<file path="config.mk">
export PLATFORM = sky130hd
export DESIGN_NAME = lp_piped_sum_n
export DESIGN_NICKNAME = d
export VERILOG_FILES = /design/src/rtl/lp_piped_sum_n.sv
export SDC_FILE = /design/constraint.sdc
export NUM_CORES = 1
export LEC_CHECK = 0
export ABC_CLOCK_PERIOD_IN_PS = 8400
export BUFFER_PORTS_ARGS = -buffer_cell sky130_fd_sc_hd__buf_2
export CAP_MARGIN = 25
export CORE_ASPECT_RATIO = 1.5
export CORE_UTILIZATION = 35
export CTS_CLUSTER_SIZE = 16
export DETAILED_ROUTE_END_ITERATION = 8
export GPL_TIMING_DRIVEN = 0
export HOLD_SLACK_MARGIN = 0.12
export PLACE_DENSITY = 0.56
export SLEW_MARGIN = 20
export SYNTH_ARGS = -nofsm -noshare
export SYNTH_HDL_FRONTEND = slang
export SYNTH_SLANG_ARGS = --single-unit
</file>
<file path="constraint.sdc">
create_clock -name clk -period 8.4 [get_ports clk]
set_input_delay 2.1 -clock clk [delete_from_list [all_inputs] [get_ports clk]]
set_output_delay 2.1 -clock clk [all_outputs]
set_load 0.02 [all_outputs]
</file>
<file path="src/rtl/lp_piped_sum_n.sv">
// Pipelined N-operand signed adder with saturate/wrap result, per-stage valid bits,
// a downstream ready chain that collapses bubbles, flush, and launch/arrive tag tracking.
module lp_piped_sum_n #(
  parameter int WIDTH    = 16,
  parameter int NUM_IN   = 4,
  parameter int STAGES   = 3,
  parameter int ID_WIDTH = 8,
  parameter bit SAT_MODE = 1'b1,
  parameter bit NO_PM    = 1'b0
) (
  input  logic                            clk,
  input  logic                            rst,
  input  logic [NUM_IN*WIDTH-1:0]         ops,
  input  logic                            launch,
  input  logic [ID_WIDTH-1:0]             launch_id,
  input  logic                            flush,
  input  logic                            accept_n,
  output logic [WIDTH-1:0]                z,
  output logic [1:0]                      status,
  output logic                            arrive,
  output logic [ID_WIDTH-1:0]             arrive_id,
  output logic                            push_out_n,
  output logic                            pipe_full,
  output logic                            pipe_ovf,
  output logic [$clog2(STAGES+1)-1:0]     pipe_census
);

  localparam int SW = WIDTH + $clog2(NUM_IN);
  localparam int CW = $clog2(STAGES+1);

  logic signed [SW-1:0] ops_ext [NUM_IN];
  logic signed [SW-1:0] full_sum;
  logic [SW-WIDTH:0]    top_bits;
  logic                 sum_ovf;
  logic [WIDTH-1:0]     sat_val;
  logic [WIDTH-1:0]     res_z;
  logic [1:0]           res_st;

  logic [STAGES-1:0]    v_reg;
  logic [WIDTH-1:0]     z_reg  [STAGES];
  logic [1:0]           st_reg [STAGES];
  logic [ID_WIDTH-1:0]  id_reg [STAGES];
  logic                 pipe_ovf_reg;

  logic [STAGES-1:0]    ready;
  logic [STAGES-1:0]    in_v;
  logic [WIDTH-1:0]     in_z   [STAGES];
  logic [1:0]           in_st  [STAGES];
  logic [ID_WIDTH-1:0]  in_id  [STAGES];

  genvar gi;
  generate
    for (gi = 0; gi < NUM_IN; gi++) begin : g_ext
      assign ops_ext[gi] = {{(SW-WIDTH){ops[gi*WIDTH+WIDTH-1]}}, ops[gi*WIDTH +: WIDTH]};
    end
  endgenerate

  // The full sum and its clamp are resolved before stage 1; later stages only carry the result.
  always_comb begin
    full_sum = '0;
    for (int i = 0; i < NUM_IN; i++) begin
      full_sum = full_sum + ops_ext[i];
    end
  end

  // In range exactly when every bit above the result sign bit matches it.
  assign top_bits = full_sum[SW-1:WIDTH-1];
  assign sum_ovf  = ~((&top_bits) | ~(|top_bits));
  assign sat_val  = full_sum[SW-1] ? {1'b1, {(WIDTH-1){1'b0}}} : {1'b0, {(WIDTH-1){1'b1}}};
  assign res_z    = (SAT_MODE && sum_ovf) ? sat_val : full_sum[WIDTH-1:0];
  assign res_st   = {(res_z == '0), sum_ovf};

  generate
    for (gi = 0; gi < STAGES; gi++) begin : g_src
      if (gi == 0) begin : g_first
        assign in_v[gi]  = launch;
        assign in_z[gi]  = res_z;
        assign in_st[gi] = res_st;
        assign in_id[gi] = launch_id;
      end else begin : g_next
        assign in_v[gi]  = v_reg[gi-1];
        assign in_z[gi]  = z_reg[gi-1];
        assign in_st[gi] = st_reg[gi-1];
        assign in_id[gi] = id_reg[gi-1];
      end
    end
  endgenerate

  always_comb begin
    logic r;
    ready = '0;
    r = NO_PM | ~accept_n;
    for (int k = STAGES-1; k >= 0; k--) begin
      r = NO_PM | ~v_reg[k] | r;
      ready[k] = r;
    end
  end

  // Data registers only load on a valid transfer so bubbles leave them untouched.
  always_ff @(posedge clk) begin
    if (rst) begin
      v_reg        <= '0;
      pipe_ovf_reg <= 1'b0;
      for (int k = 0; k < STAGES; k++) begin
        z_reg[k]  <= '0;
        st_reg[k] <= '0;
        id_reg[k] <= '0;
      end
    end else begin
      pipe_ovf_reg <= launch & ~ready[0] & ~flush;
      for (int k = 0; k < STAGES; k++) begin
        if (flush) begin
          v_reg[k] <= 1'b0;
        end else if (ready[k]) begin
          v_reg[k] <= in_v[k];
        end
        if (ready[k] && in_v[k]) begin
          z_reg[k]  <= in_z[k];
          st_reg[k] <= in_st[k];
          id_reg[k] <= in_id[k];
        end
      end
    end
  end

  always_comb begin
    pipe_census = '0;
    for (int k = 0; k < STAGES; k++) begin
      pipe_census = pipe_census + CW'(v_reg[k]);
    end
  end

  assign z          = z_reg[STAGES-1];
  assign status     = st_reg[STAGES-1];
  assign arrive_id  = id_reg[STAGES-1];
  assign arrive     = v_reg[STAGES-1];
  assign push_out_n = ~(arrive & (NO_PM | ~accept_n));
  assign pipe_full  = ~ready[0];
  assign pipe_ovf   = pipe_ovf_reg;

endmodule

</file>
Word-level counts from Yosys, hierarchy flattened
Memory sizes are Yosys's and may differ from the RTL's. Cells that the tools add are included.

Memories kept: 3. Memory bits (writable): 78. Logic and storage cells: 66. Output and inout bits: 32. Input bits: 77. Bits in registers: 4.

Multiplexer cells: 22. Reductions and logical operators: 7. Bitwise gates (word level): 25. $add $sub $neg: 5.

Memories: z_reg (depth 3, width 16, read ports 3, clocked after Yosys merged registers in 0, write ports 3, RTL line 40) `logic [WIDTH-1:0] z_reg [STAGES];`; id_reg (depth 3, width 8, read ports 3, clocked after Yosys merged registers in 0, write ports 3, RTL line 42) `logic [ID_WIDTH-1:0] id_reg [STAGES];`; st_reg (depth 3, width 2, read ports 3, clocked after Yosys merged registers in 0, write ports 3, RTL line 41) `logic [1:0] st_reg [STAGES];`.

Operators with widths (count): $mux 16 (5); $mux 8 (3); $add 17x16->18 (1); $add 18x16->18 (1); $add 16x16->17 (1); $logic_not 16->1 (1); $or 1x1->1 (13); $mux 1 (11); $not 1->1 (9); $mux 2 (3); $and 1x1->1 (3); $logic_and 1x1->1 (3); $reduce_and 3->1 (1); $reduce_or 3->1 (1); $add 1x1->2 (1); $add 2x1->2 (1); $reduce_or 2->1 (1).

Depth between registers and ports, before layout
Depth after elaboration: 9. Mapped depth: 14. Depth with buffers taken out: 13.

Worst setup path after synthesis
OpenSTA, ideal clock, no wires.

Path kind: in2reg. From: input ops[1]. To: memory z_reg[0][7], data pin. Stages on the path: 13. Setup time: 0.257 ns. Data arrival time: 5.174 ns. Required time: 8.143 ns. Setup slack: 2.970 ns. Path buffers: 0. Cell sequence: inv_1 fa_1 inv_1 fa_1 ha_1 fa_1 a21o_1 a221oi_4 or2_4 and4_1 nor2_2 or2_1 a32o_1.

RTL lines: from (decl) (RTL line 13) `input logic [NUM_IN*WIDTH-1:0] ops,`; to (decl) (RTL line 40).

==> flow_summary.ini <==
[sta]
timing.fmax_mhz = 183.5
hold_viol = 0
rsz0062_at_grt = false
post-route-min-period_ns = 5.449
relSlewSlack_pct = 61.84
fin_crit_sh_pct = 64.87
fin_skew_ns = 0.003600
holdWs_ns = 0.5107
tightest_slew_ns = 0.5724
drv_slew = 0
setup_viol = 0
final.setup.tns_ns = 0

[detailed_routing]
drtIter0Drc = 110
first_pass_iters = 4
via_per_inst = 4.363
drc_errors = 0
drt-total-wl_mm = 8.137
wire_per_inst_um = 10.41
vias = 3412
ant_nets = 0

[floorplanning]
core_area_mm2 = 0.01459
num_io_pins = 109
rows = 54
die_w_um = 101.9
die_area_mm2 = 0.01546
die_h_um = 151.8
initial_utilization_pct = 35.88

[yosys]
ys_ff_latch = 82
synth_ff_type = edfxtp_1
yosysMostFrequentCell = inv_1
yosys.area.top_type = edfxtp_1
async_flop_share_pct = 0
ys_types = 60
syn-instance-count = 461
synth-edff-count = 78
synthTopCellsByArea = edfxtp_1 45%, fa_1 13%, and2_1 7.5%
synth_area_per_cell_um2 = 11.36
syn_nets = 589
syn_area_mm2 = 0.005236
ys_seq_area_share_pct = 46.26
synth_common_cells = 100 x inv_1, 78 x edfxtp_1, 63 x and2_1
ys_warn_count = 0
synth_top_area_share_pct = 44.73

[global_route]
grt_pass1_wl_mm = 14.14
grt_max_degree = 27
grt_pass1_vias = 3353
gr-total-overflow = 0
grt_usage_pct = 11.46
antenna_found_initial = 0

[clock_network]
clock_latency_ns = 0.32
cts_root_buf = clkbuf_16
numCtsBuffers = 9
path_clk_slew_ns = 0.06
cts_tree = built
cts_max_path_buffers = 2
cts_setup_buffers = 0
ctsHoldBuffers = 0
htree_levels = 3
clock_sinks = 82
post_cts_resized = 0

[critical_path]
slowest_stage = fa_1
r2r-start = v_reg[0]
cp-end-kind = flip-flop
worstSetupStartpoint = ops[1]
cp-start-kind = input port
cp_cell_sequence = buf_2 > inv_1 > fa_1 > inv_1 > fa_1 > ha_1 > fa_1 > a21o_1 > a221oi_4 > or2_4 > and4_1 > nor2_2 > o21ai_2 > buf_6 > o21ai_1
path_max_fanout = 10
path_common_cell = fa_1
slowest_delay_ns = 0.52
required_ns = 8.47
critical_path_arrival_ns = 5.52
critPathKind = input port to flip-flop

[place]
io_buffers = 107
dp_cells = 765
dp_hpwl_mm = 6.793
place.gp.congestion = 0.8230

[worst_hold_path]
hp-start = id_reg[0][6]
worst_hold_path_type = flip-flop to flip-flop

[finish]
area_growth_pct = 20.88
diodes = 0
nFillCells = 1456
fin_util_pct = 43.37
largest_reg_flops = 48
num-nets-final = 709
drive_gt1_share_pct = 27.82
final_cells = 782

[pwr]
vdd.ir_drop.worst_mv = 0.1783
p_leak_uw = 0.002960
p_total_uw = 1481
p_per_area_mw_per_mm2 = 233.9

[flow_run]
cap_viol_max_count = 0

[status]
outcome = completed
-- metal layers --
layer  global-route usage (%)  up-vias  part of all wire [%]
li1                         -     1760                     -
met4                    4.966        0                   2.2
met2                    22.10       69                    57
met3                    1.932       12                   3.1
met1                    11.63     1571                    38
met5                        0        -                     0
-- path summary, 6_finish.rpt --
kind / endpoint / cells past startpoint / slack (ns)
worst max-delay path: z_reg[0][14] / 15 / 2.95
worst min-delay path: id_reg[0][14] / 1 / 0.51
worst max register to register: id_reg[0][19] / 5 / 6.25
worst min register to register: id_reg[0][14] / 1 / 0.51
-- where the power goes --
| part | leakage (uW) | internal, uW | switching [uW] |
|---|---|---|---|
| clock network | 0.000137 | 202 | 154 |
| logic | 0.00196 | 247 | 334 |
| registers | 0.000858 | 532 | 11.5 |
| total | 0.00296 | 981 | 500 |
-- layout by cell type, fill, tap and decap left out, types with 7 or more instances in the layout --
cell / instances
fa_1: 34
clkbuf_1: 8
inv_1: 100
ha_1: 17
and2_1: 63
buf_4: 9
edfxtp_1: 78
o21ai_0: 7
nand2_1: 11
nor2_1: 8
buf_2: 109
a21oi_1: 15
clkbuf_16: 9
nor3_1: 8
o21ai_2: 10
-- worst max-delay path: cells and delay by family --
family | cells | cell delay, ns
buffers and inverters | 4 | 0.37
AOI/OAI and AO/OA | 4 | 0.91
and+or+nand+nor | 3 | 0.50
adders and majority gates | 4 | 1.62
-- area by class of cell --
cell class	instances	area [um2]	area share (%)
sequential	82	2422	38.27
timing repair buffer	109	561.8	8.875
buffer	21	130.1	2.056
multi-input combinational	258	2315	36.57
clock inverter	7	55.05	0.8697
clock buffer	9	225.2	3.558
tap	196	245.2	3.874
inverter	100	375.4	5.930
-- metrics by stage --
step,cell area (um2),setup slack [ns]
2_1_floorplan,5236,2.970
3_3_place_gp,6017,2.577
3_5_place_dp,6032,2.553
4_1_cts,6312,2.906
5_1_grt,6330,2.697
6_report,6330,2.951
-- kinds of logic after synthesis --
kind of cell,count (synthesis),share of synthesized area (%)
AND/OR/NAND/NOR,126,14.72
adder cells (fa/ha/maj),51,17.06
buffers and inverters,121,9.653
AO/OA/AOI/OAI,71,10.61
multiplexers,1,0.1912
flip-flops,82,46.26
XOR/XNOR,9,1.505
No activity file was read; power rests on OpenSTA's default activity.
